## config.mk

```make
export PLATFORM = sky130hd
export DESIGN_NAME = ternary_neuron_accum
export DESIGN_NICKNAME = d
export VERILOG_FILES = /design/src/rtl/ternary_neuron_accum.sv
export SDC_FILE = /design/constraint.sdc
export NUM_CORES = 1
export LEC_CHECK = 0
export ABC_CLOCK_PERIOD_IN_PS = 6100
export CORE_MARGIN = 1
export CORE_UTILIZATION = 47
export DETAILED_ROUTE_END_ITERATION = 8
export PLACE_DENSITY_LB_ADDON = 0.3
export REMOVE_ABC_BUFFERS = 1
export SLEW_MARGIN = 20
export SYNTH_ARGS = -nofsm -noshare
export SYNTH_HDL_FRONTEND = slang
export SYNTH_SLANG_ARGS = --single-unit
```

## constraint.sdc

```tcl
create_clock -name clk -period 6.1 [get_ports clk]
set_input_delay 1.22 -clock clk [delete_from_list [all_inputs] [get_ports clk]]
set_output_delay 1.22 -clock clk [all_outputs]
set_load 0.01 [all_outputs]
```

## src/rtl/ternary_neuron_accum.sv

```systemverilog
// ternary_neuron_accum
//   Accumulates the signed difference of two 3-bit popcounts (positive- and
//   negative-weight matches) over the beats of one ternary neuron. On the
//   last beat it thresholds the saturated sum into a ternary activation.
//
// Ports
//   clk, rst            clock, synchronous active-high reset
//   in_valid/in_ready   beat handshake (in_ready low only while a result waits)
//   in_last             final beat of the neuron
//   pc_pos, pc_neg      unsigned popcounts 0..7
//   thr_hi, thr_lo      signed thresholds, sampled on the accepted last beat
//   out_valid/out_ready result handshake
//   out_act             01 = +1, 11 = -1, 00 = 0
//   out_sum             saturated signed final sum
//   out_beats           beats in this neuron (saturating count)
//   out_sat             accumulator clamped at least once during this neuron
module ternary_neuron_accum #(
  parameter int ACC_W = 8,
  parameter int CNT_W = 6
) (
  input  logic                    clk,
  input  logic                    rst,
  input  logic                    in_valid,
  output logic                    in_ready,
  input  logic                    in_last,
  input  logic [2:0]              pc_pos,
  input  logic [2:0]              pc_neg,
  input  logic signed [ACC_W-1:0] thr_hi,
  input  logic signed [ACC_W-1:0] thr_lo,
  output logic                    out_valid,
  input  logic                    out_ready,
  output logic [1:0]              out_act,
  output logic signed [ACC_W-1:0] out_sum,
  output logic [CNT_W-1:0]        out_beats,
  output logic                    out_sat
);

  localparam logic [1:0] S_IDLE  = 2'd0;
  localparam logic [1:0] S_ACCUM = 2'd1;
  localparam logic [1:0] S_OUT   = 2'd2;

  localparam logic signed [ACC_W-1:0] ACC_MAX = {1'b0, {(ACC_W-1){1'b1}}};
  localparam logic signed [ACC_W-1:0] ACC_MIN = {1'b1, {(ACC_W-1){1'b0}}};
  localparam logic [CNT_W-1:0]        CNT_MAX = '1;
  localparam logic [CNT_W-1:0]        CNT_ONE = {{(CNT_W-1){1'b0}}, 1'b1};

  logic [1:0]              state;
  logic signed [ACC_W-1:0] acc;
  logic [CNT_W-1:0]        cnt;
  logic                    sat_f;

  logic signed [ACC_W:0]   delta;
  logic signed [ACC_W:0]   sum_wide;
  logic                    ovf;
  logic signed [ACC_W-1:0] acc_nxt;
  logic [CNT_W-1:0]        cnt_nxt;
  logic [1:0]              act_nxt;
  logic                    accept;

  // acc/cnt/sat_f are cleared whenever a neuron completes, so IDLE always
  // starts from zero and the same datapath serves the first beat.
  assign delta    = $signed({{(ACC_W-2){1'b0}}, pc_pos}) - $signed({{(ACC_W-2){1'b0}}, pc_neg});
  assign sum_wide = {acc[ACC_W-1], acc} + delta;
  // |delta| <= 7 keeps the ACC_W+1 sum exact; top two bits differing means
  // the result left the ACC_W range.
  assign ovf      = sum_wide[ACC_W] ^ sum_wide[ACC_W-1];
  assign acc_nxt  = ovf ? (sum_wide[ACC_W] ? ACC_MIN : ACC_MAX) : sum_wide[ACC_W-1:0];
  assign cnt_nxt  = (cnt == CNT_MAX) ? cnt : cnt + CNT_ONE;

  // +1 is tested first so a misconfigured thr_lo >= thr_hi resolves to +1.
  always_comb begin
    act_nxt = 2'b00;
    if (acc_nxt >= thr_hi)      act_nxt = 2'b01;
    else if (acc_nxt <= thr_lo) act_nxt = 2'b11;
  end

  assign in_ready  = (state != S_OUT);
  assign out_valid = (state == S_OUT);
  assign accept    = in_valid & in_ready;

  always_ff @(posedge clk) begin
    if (rst) begin
      state     <= S_IDLE;
      acc       <= '0;
      cnt       <= '0;
      sat_f     <= 1'b0;
      out_act   <= 2'b00;
      out_sum   <= '0;
      out_beats <= '0;
      out_sat   <= 1'b0;
    end else begin
      case (state)
        S_IDLE, S_ACCUM: begin
          if (accept) begin
            if (in_last) begin
              out_sum   <= acc_nxt;
              out_beats <= cnt_nxt;
              out_sat   <= sat_f | ovf;
              out_act   <= act_nxt;
              acc       <= '0;
              cnt       <= '0;
              sat_f     <= 1'b0;
              state     <= S_OUT;
            end else begin
              acc   <= acc_nxt;
              cnt   <= cnt_nxt;
              sat_f <= sat_f | ovf;
              state <= S_ACCUM;
            end
          end
        end
        S_OUT: if (out_ready) state <= S_IDLE;
        default: state <= S_IDLE;
      endcase
    end
  end

endmodule

```

==> key figures, run 1 <==
Timing
  • Final Hold Fails: 0
  • Final setup viols: 0
  • Final Slew Violations: 0
  • FMAX: 0.171 GHz
  • Slew margin rel.: 52.5%
  • Final min period: 5.85 ns
  • Worst clock skew: 0.00724 ns
  • Worst slew pin tran: 0.711 ns
  • Final period util: 95.9%
  • RSZ-0062 raised after global routing: no
  • Final setup margin: 0.247 ns

Synthesis
  • Post-Syn Instances: 300
  • Yosys warns: 0
  • Post-synthesis cell area: 2420 µm²
  • Post-synth EDFFs: 0
  • Post-synthesis register bit count: 34
  • Distinct cells, synth: 50
  • Synth Area in Simple Gates: 21.0%
  • Adder-Cell Fraction of Synth Area: 17.2%
  • Largest family of logic cells by synthesized area: compound AO/OA/AOI/OAI gates
  • Post-synth ARST share: 0%
  • Xor/xnor share of the synthesized area: 3.26%
  • Sequential-to-total area share from yosys stat: 28.1%
  • Synth Area in Compound Gates: 22.3%
  • Top_reg_cell synth: dfxtp_1
  • Mean Syn Cell Area: 8.06 µm²
  • Post-synthesis mux area share: 0.414%

Global routing
  • Tot GR Track Use: 22.4%
  • Number of global-route vias before repair: 2096
  • Gr ovfl total: 0
  • First-pass GRT wire length: 9440 µm
  • Initial antenna violation count: 0
  • Largest net degree at the start of global routing: 27

Hold path
  • Worst min-delay path category: flop to flop
  • Worst Hold Depth: 2
  • Hold path endpoint: out_beats[2]
  • Hold Startpoint: out_beats[2]

Setup path
  • CP Cell Sequence: clkdlybuf4s50_1, inv_1, ha_1, inv_2, fa_2, buf_4, fa_1, a211oi_2, o21a_1, nand2b_1, nand2_1, nand2_1, ha_4, buf_4, nand3b_1, o31ai_4, o21ba_2, inv_1, ha_1, nand4_1, a211o_1, and4b_1, or2_1, a311oi_2
  • Slowest stage delay, CP: 0.47 ns
  • Critical Path Sink Type: flop
  • Worst R2R Start: acc[0]
  • Critical path peak fanout: 7
  • Critical path class: input pin to flop
  • Crit-path slowest cell: fa_2
  • Critical Path RT: 6.30 ns
  • R2R setup slack: 1.98 ns
  • CP arrival: 6.05 ns
  • Worst Setup Start Kind: input pin
  • R2R cell count: 19
  • Reg2reg end: out_act[0]

Layout
  • Antenna cells: 0
  • Post-route cell area: 3300 µm²
  • Fraction of layout cells with a size suffix above 1: 16.1%
  • Core Util, Final: 68.2%
  • Final std cells w/o fill: 434
  • Layout Nets: 426
  • Area grow syn2layout: 36.6%

Floorplanning
  • Die Y: 73.7 µm
  • Die area: 5440 µm²
  • I/O pins: 46
  • Die Wd: 73.7 µm
  • Core Region: 4850 µm²
  • Row cnt: 25
  • Initial Utilization: 49.9%

Routing
  • Pre-Repair DR Iteration Count: 4
  • DRC Markers: 0
  • Total wire length: 5950 µm
  • DRT antenna net count: 0
  • DR vias/cell: 5.34
  • Initial DRC count: 134
  • Via count: 2316
  • Wire per inst: 13.7 µm

Run status
  • Status: finished clean

Pwr
  • Worst VDD drop: 0.223 mV
  • Combinational share of power: 63.1%
  • Sequential Power Share: 20.4%
  • Cell area power density: 385 nW/µm²
  • Clock power share: 16.5%
  • P_int: 0.774 mW
  • LEAKAGE: 1.42 nW
  • Psw: 0.500 mW
  • Total power draw: 1.27 mW
  • Sw frac: 39.2%

Clock tree
  • Worst skew pair latency: 0.29 ns
  • Max clock buf depth: 2
  • Clock Sinks: 34
  • Clock Root Buffer: clkbuf_8
  • CTS tree: done
  • CTS hold repair buffers: 0
  • CTS Buf Count: 5
  • Htree depth: 2
  • Clock Pin Slew Worst Setup and Hold Paths: 0.07 ns

Placed design
  • Port bufs: 45
  • Cell count after placement: 426
  • DP Area: 3100 µm²
  • Final Wtd Congestion: 0.898
  • Post-placement worst setup slack: -0.284 ns
  • Hpwl dp: 4490 µm

Flow run
  • Max Cap Viol: 0
## area by class of cell
| cell class | count | area [µm²] |
|---|---|---|
| clock buffers | 6 | 82.6 |
| clock inverters | 1 | 30.0 |
| fillers | 415 | 1540 |
| inverters | 32 | 120 |
| multi-input cells | 220 | 1640 |
| flip-flops and latches | 34 | 681 |
| well taps | 67 | 83.8 |
| repair buffers | 74 | 668 |
## timing repair
action	CTS	global route
setup endpoints to repair	0	2
setup buffers	0	1
gates resized for setup	0	17
endpoints found under the hold margin	0	0
## power by group through the flow
stage                     clock network [mW]  logic (mW)  registers (mW)
after global placement                     0       0.726           0.264
after detailed placement                   0       0.735           0.264
after CTS                              0.212       0.743           0.259
after global routing                   0.219       0.886           0.262
after floorplan                            0       0.437           0.265
final                                  0.210       0.804           0.260
## worst max path at each step
stage	startpoint	endpoint	slack (ns)
finish	pc_pos[0]	out_act[0]	0.25
global route	pc_pos[0]	out_act[0]	0.05
CTS	pc_pos[0]	out_act[0]	0.01
detailed placement	pc_pos[0]	out_act[0]	-0.28
global placement	pc_pos[0]	out_act[0]	-0.17
floorplan	pc_pos[0]	out_act[0]	0.23
## critical path, delay by kind of cell
family	cells	cell delay, ns
compound gates	6	1.29
fa+ha+maj	5	1.60
buf+inv	6	0.94
simple gates	7	1.01
## through the flow
step                hold slack [ns]  setup TNS (ns)
floorplan                     0.430               0
global placement              0.444          -0.245
detailed placement            0.445          -0.439
CTS                           0.455               0
global route                  0.480               0
finish                        0.453               0
## layout by cell type, fill, tap and decap left out, types with 3 or more instances in the layout
cell,n
nor3b_1,5
a211oi_2,3
o21ai_1,5
a21o_1,4
nand3b_1,5
clkbuf_8,6
o21ai_0,6
nor3_2,3
nor2b_1,4
nand4_1,3
nand2_1,21
nor3_1,12
buf_4,29
clkdlybuf4s50_1,45
a21oi_1,27
xnor2_1,5
xor2_1,4
a211oi_1,6
inv_1,30
nand2b_1,6
dfxtp_1,34
nor2_1,31
ha_1,27
ha_4,3
## synthesized netlist by cell type (4+ instances only)
cell / instances / area, µm²
clkbuf_1: 9 / 33.8
a21o_1: 4 / 30.0
nor2b_1: 4 / 25.0
xnor2_1: 5 / 43.8
o21ai_0: 7 / 35.0
nand2_1: 21 / 78.8
nand2b_1: 6 / 37.5
buf_2: 4 / 20.0
o21ai_1: 5 / 25.0
inv_1: 32 / 120
nor2_1: 31 / 116
nand3b_1: 5 / 37.5
a211oi_1: 8 / 60.1
nor3b_1: 5 / 37.5
ha_1: 30 / 375
xor2_1: 4 / 35.0
nor3_1: 12 / 60.1
a21oi_1: 28 / 140
dfxtp_1: 34 / 681
## state kept, by name, indices dropped and copies added (netlist names)
name       count
cnt            6
acc            8
out_beats      6
sat_f          1
out_act        2
out_sat        1
state          2
out_sum        8
## per-layer routing
| metal | GRT usage (%) | vias to the layer above | wire length [µm] |
|---|---|---|---|
| li1 | - | 1185 | - |
| met1 | 29.2 | 1070 | 2870 |
| met2 | 38.6 | 54 | 2780 |
| met3 | 3.70 | 7 | 261 |
| met4 | 5.34 | 0 | 48 |
| met5 | 0 | - | 0 |
## cells by family after synthesis
kind of cell / count (synthesis)
AOI/OAI and AO/OA: 78
muxes: 1
adders and majority gates: 32
DFF: 34
xor gates and xnor gates: 9
and+or+nand+nor: 100
buffers and inverters: 46
Power figures use the tool's default switching activity.
==> run 2, diff against run 1 <==
--- a/config.mk
+++ b/config.mk
@@ -6,7 +6,7 @@
 export NUM_CORES = 1
 export LEC_CHECK = 0
 export ABC_CLOCK_PERIOD_IN_PS = 6100
-export CORE_MARGIN = 1
+export CORE_MARGIN = 8
 export CORE_UTILIZATION = 47
 export DETAILED_ROUTE_END_ITERATION = 8
 export PLACE_DENSITY_LB_ADDON = 0.3
==> run 2 against run 1 <==
Compared with the run above: clock power down 16%; routed wire length up 3.3%; clock skew about the same; first-iteration DRC count down 58%; register-to-register slack worse by 0.11 ns; non-clock buffer count down 2; design area down 1.7%; global-route usage down 5.3 points; via count down 0.65%; utilization down 3.7 points; fmax down 0.97%; clock-buffer cell count unchanged; highest routed layer unchanged.
==> key figures, run 2 (synthesis gave the netlist of run 1 again) <==
Run status
  • Status: finished clean

Layout
  • Regs by FF count: acc x8, out_sum x8
  • Commonest non-fill, non-tap cells in the layout: clkdlybuf4s50_1 (45), dfxtp_1 (34), inv_1 (31), nor2_1 (31), a21oi_1 (28)
  • Final std cells w/o fill: 436 (+0.46%)
  • Fraction of layout cells with a size suffix above 1: 15.6% (-0.50 points)
  • Area grow syn2layout: 34.4%
  • Antenna cells: 0 (unchanged)
  • Layout Nets: 424 (-0.47%)
  • Commonest non-fill, non-tap cell in the layout: clkdlybuf4s50_1
  • Area of the multi-input gates: 1610 µm² (-1.6%)
  • Register area: 681 µm² (unchanged)
  • Fill cells: 469 (+13%)
  • Core Util, Final: 64.4% (-3.7 points)

Pwr
  • Cell area power density: 372 nW/µm² (-3.4%)
  • Worst VDD drop: 0.168 mV (-25%)
  • LEAKAGE: 1.39 nW (-2.3%)
  • Total power draw: 1.21 mW (-5.0%)

Floorplanning
  • Die area: 7700 µm² (+42%)
  • Initial Utilization: 48.0% (-1.9 points)
  • Die Wd: 87.7 µm (+19%)
  • I/O pins: 46 (unchanged)
  • Row cnt: 26 (+4.0%)
  • Die Y: 87.7 µm (+19%)
  • Core Region: 5040 µm² (+4.0%)

Hold path
  • Worst min-delay path category: flop to flop

Routing
  • Wire per inst: 14.1 µm (+2.8%)
  • DRT antenna net count: 0 (unchanged)
  • Initial DRC count: 56 (-58%)
  • DR vias/cell: 5.28 (-1.1%)
  • DRC Markers: 0 (unchanged)
  • Total wire length: 6150 µm (+3.3%)
  • Via count: 2301 (-0.65%)
  • Pre-Repair DR Iteration Count: 4 (unchanged)

Setup path
  • Critical path class: input pin to flop
  • Worst Setup Start Kind: input pin
  • CP arrival: 6.11 ns (+0.06 ns)
  • Crit path buffers/inverters: 4 (-2)
  • Critical Path RT: 6.30 ns (about the same)
  • CP top delay family: compound AO/OA/AOI/OAI gates
  • Crit-path slowest cell: fa_2
  • Critical Path Most Common Cell: ha_4
  • Critical Path Sink Type: flop
  • Critical path peak fanout: 5 (-2)
  • CP Cell Sequence: clkdlybuf4s50_1, inv_1, ha_1, inv_2, fa_2, ha_4, a211oi_2, o21ai_1, a2111oi_1, a21oi_1, xor2_1, ha_4, inv_1, a31o_2, a211o_1, or2_4, ha_4, nand4_1, a211o_1, and4b_1, or2_1, a311oi_2
  • Slowest stage delay, CP: 0.46 ns (about the same)

Global routing
  • Gr ovfl total: 0 (unchanged)
  • Largest net degree at the start of global routing: 22 (-19%)
  • First-pass GRT wire length: 10500 µm (+11%)
  • Number of global-route vias before repair: 2301 (+9.8%)
  • Initial antenna violation count: 0 (unchanged)
  • Tot GR Track Use: 17.2% (-5.3 points)

Clock tree
  • Clock Sinks: 34 (unchanged)
  • Worst skew pair latency: 0.29 ns (about the same)
  • Max clock buf depth: 2 (unchanged)
  • Clock Pin Slew Worst Setup and Hold Paths: 0.07 ns (about the same)
  • Clock Root Buffer: clkbuf_8
  • CTS hold repair buffers: 0 (unchanged)
  • Htree depth: 2 (unchanged)
  • CTS Buf Count: 5 (unchanged)
  • CTS tree: done

Timing
  • Final Slew Violations: 0 (unchanged)
  • Setup TNS Final: 0 ns (unchanged)
  • RSZ-0062 raised after global routing: no
  • Final period util: 96.9% (+0.94 points)
  • Slew margin rel.: 53.2% (+0.76 points)
  • Final setup viols: 0 (unchanged)
  • Worst slew pin tran: 0.699 ns (-0.0125 ns)
  • FMAX: 0.169 GHz (-0.97%)
  • Final Hold Fails: 0 (unchanged)
  • Final min period: 5.91 ns (+0.0575 ns)
  • Worst clock skew: 0.00688 ns (-0.000355 ns)

Flow run
  • Max Cap Viol: 0 (unchanged)

Placed design
  • Hpwl dp: 4910 µm (+9.4%)
  • Final Wtd Congestion: 0.919 (+2.3%)
  • Cell count after placement: 427 (+0.23%)
  • Port bufs: 45 (unchanged)
## run 2: tightest hold or removal path, cell delays in order (launching register included)
cell	delay, ns
dfxtp_1	0.31
nand2_1	0.05
a21oi_1	0.05
## run 2: per-layer routing
metal	track usage (%)	vias up	wire, µm
li1	-	1183	-
met1	20.1	1073	2790
met2	29.1	36	3030
met3	4.32	9	209
met4	6.72	0	117
met5	0	-	0
## run 2: stage by stage
| stage | setup slack (ns) | area, µm² | hold slack, ns |
|---|---|---|---|
| floorplan | 0.230 | 2350 | 0.430 |
| global placement | -0.131 | 3090 | 0.443 |
| detailed placement | -0.258 | 3090 | 0.448 |
| CTS | 0.0548 | 3180 | 0.460 |
| global route | 0.00190 | 3250 | 0.484 |
| finish | 0.190 | 3250 | 0.461 |
## run 2: power by group
part / leakage, nW / switching, mW / internal, mW
registers: 0.278 / 0.0157 / 0.245
logic: 1.07 / 0.390 / 0.383
clock network: 0.0472 / 0.0857 / 0.0907
## run 2: timing repair
action                                  4_1_cts  5_1_grt
gates resized for setup                       0       13
endpoints found under the setup margin        0        2
buffers inserted                              0        1
## run 2: path summary, 6_finish.rpt
kind | from | to | slack, ns | cells past startpoint
worst max register to register | acc[1] | out_act[0] | 1.87 | 17
worst min register to register | out_beats[2] | out_beats[2] | 0.46 | 2
worst max-delay path | pc_pos[0] | out_act[0] | 0.19 | 22
worst min-delay path | out_beats[2] | out_beats[2] | 0.46 | 2
## run 2: final cells by class
| cell class | count | share of cell area, % |
|---|---|---|
| repair buffers | 72 | 20.1 |
| flip-flops and latches | 34 | 20.9 |
| multi-input cells | 220 | 49.6 |
| inverters | 32 | 3.70 |
| well taps | 70 | 2.70 |
| clock buffers | 6 | 2.54 |
| clock inverters | 2 | 0.385 |
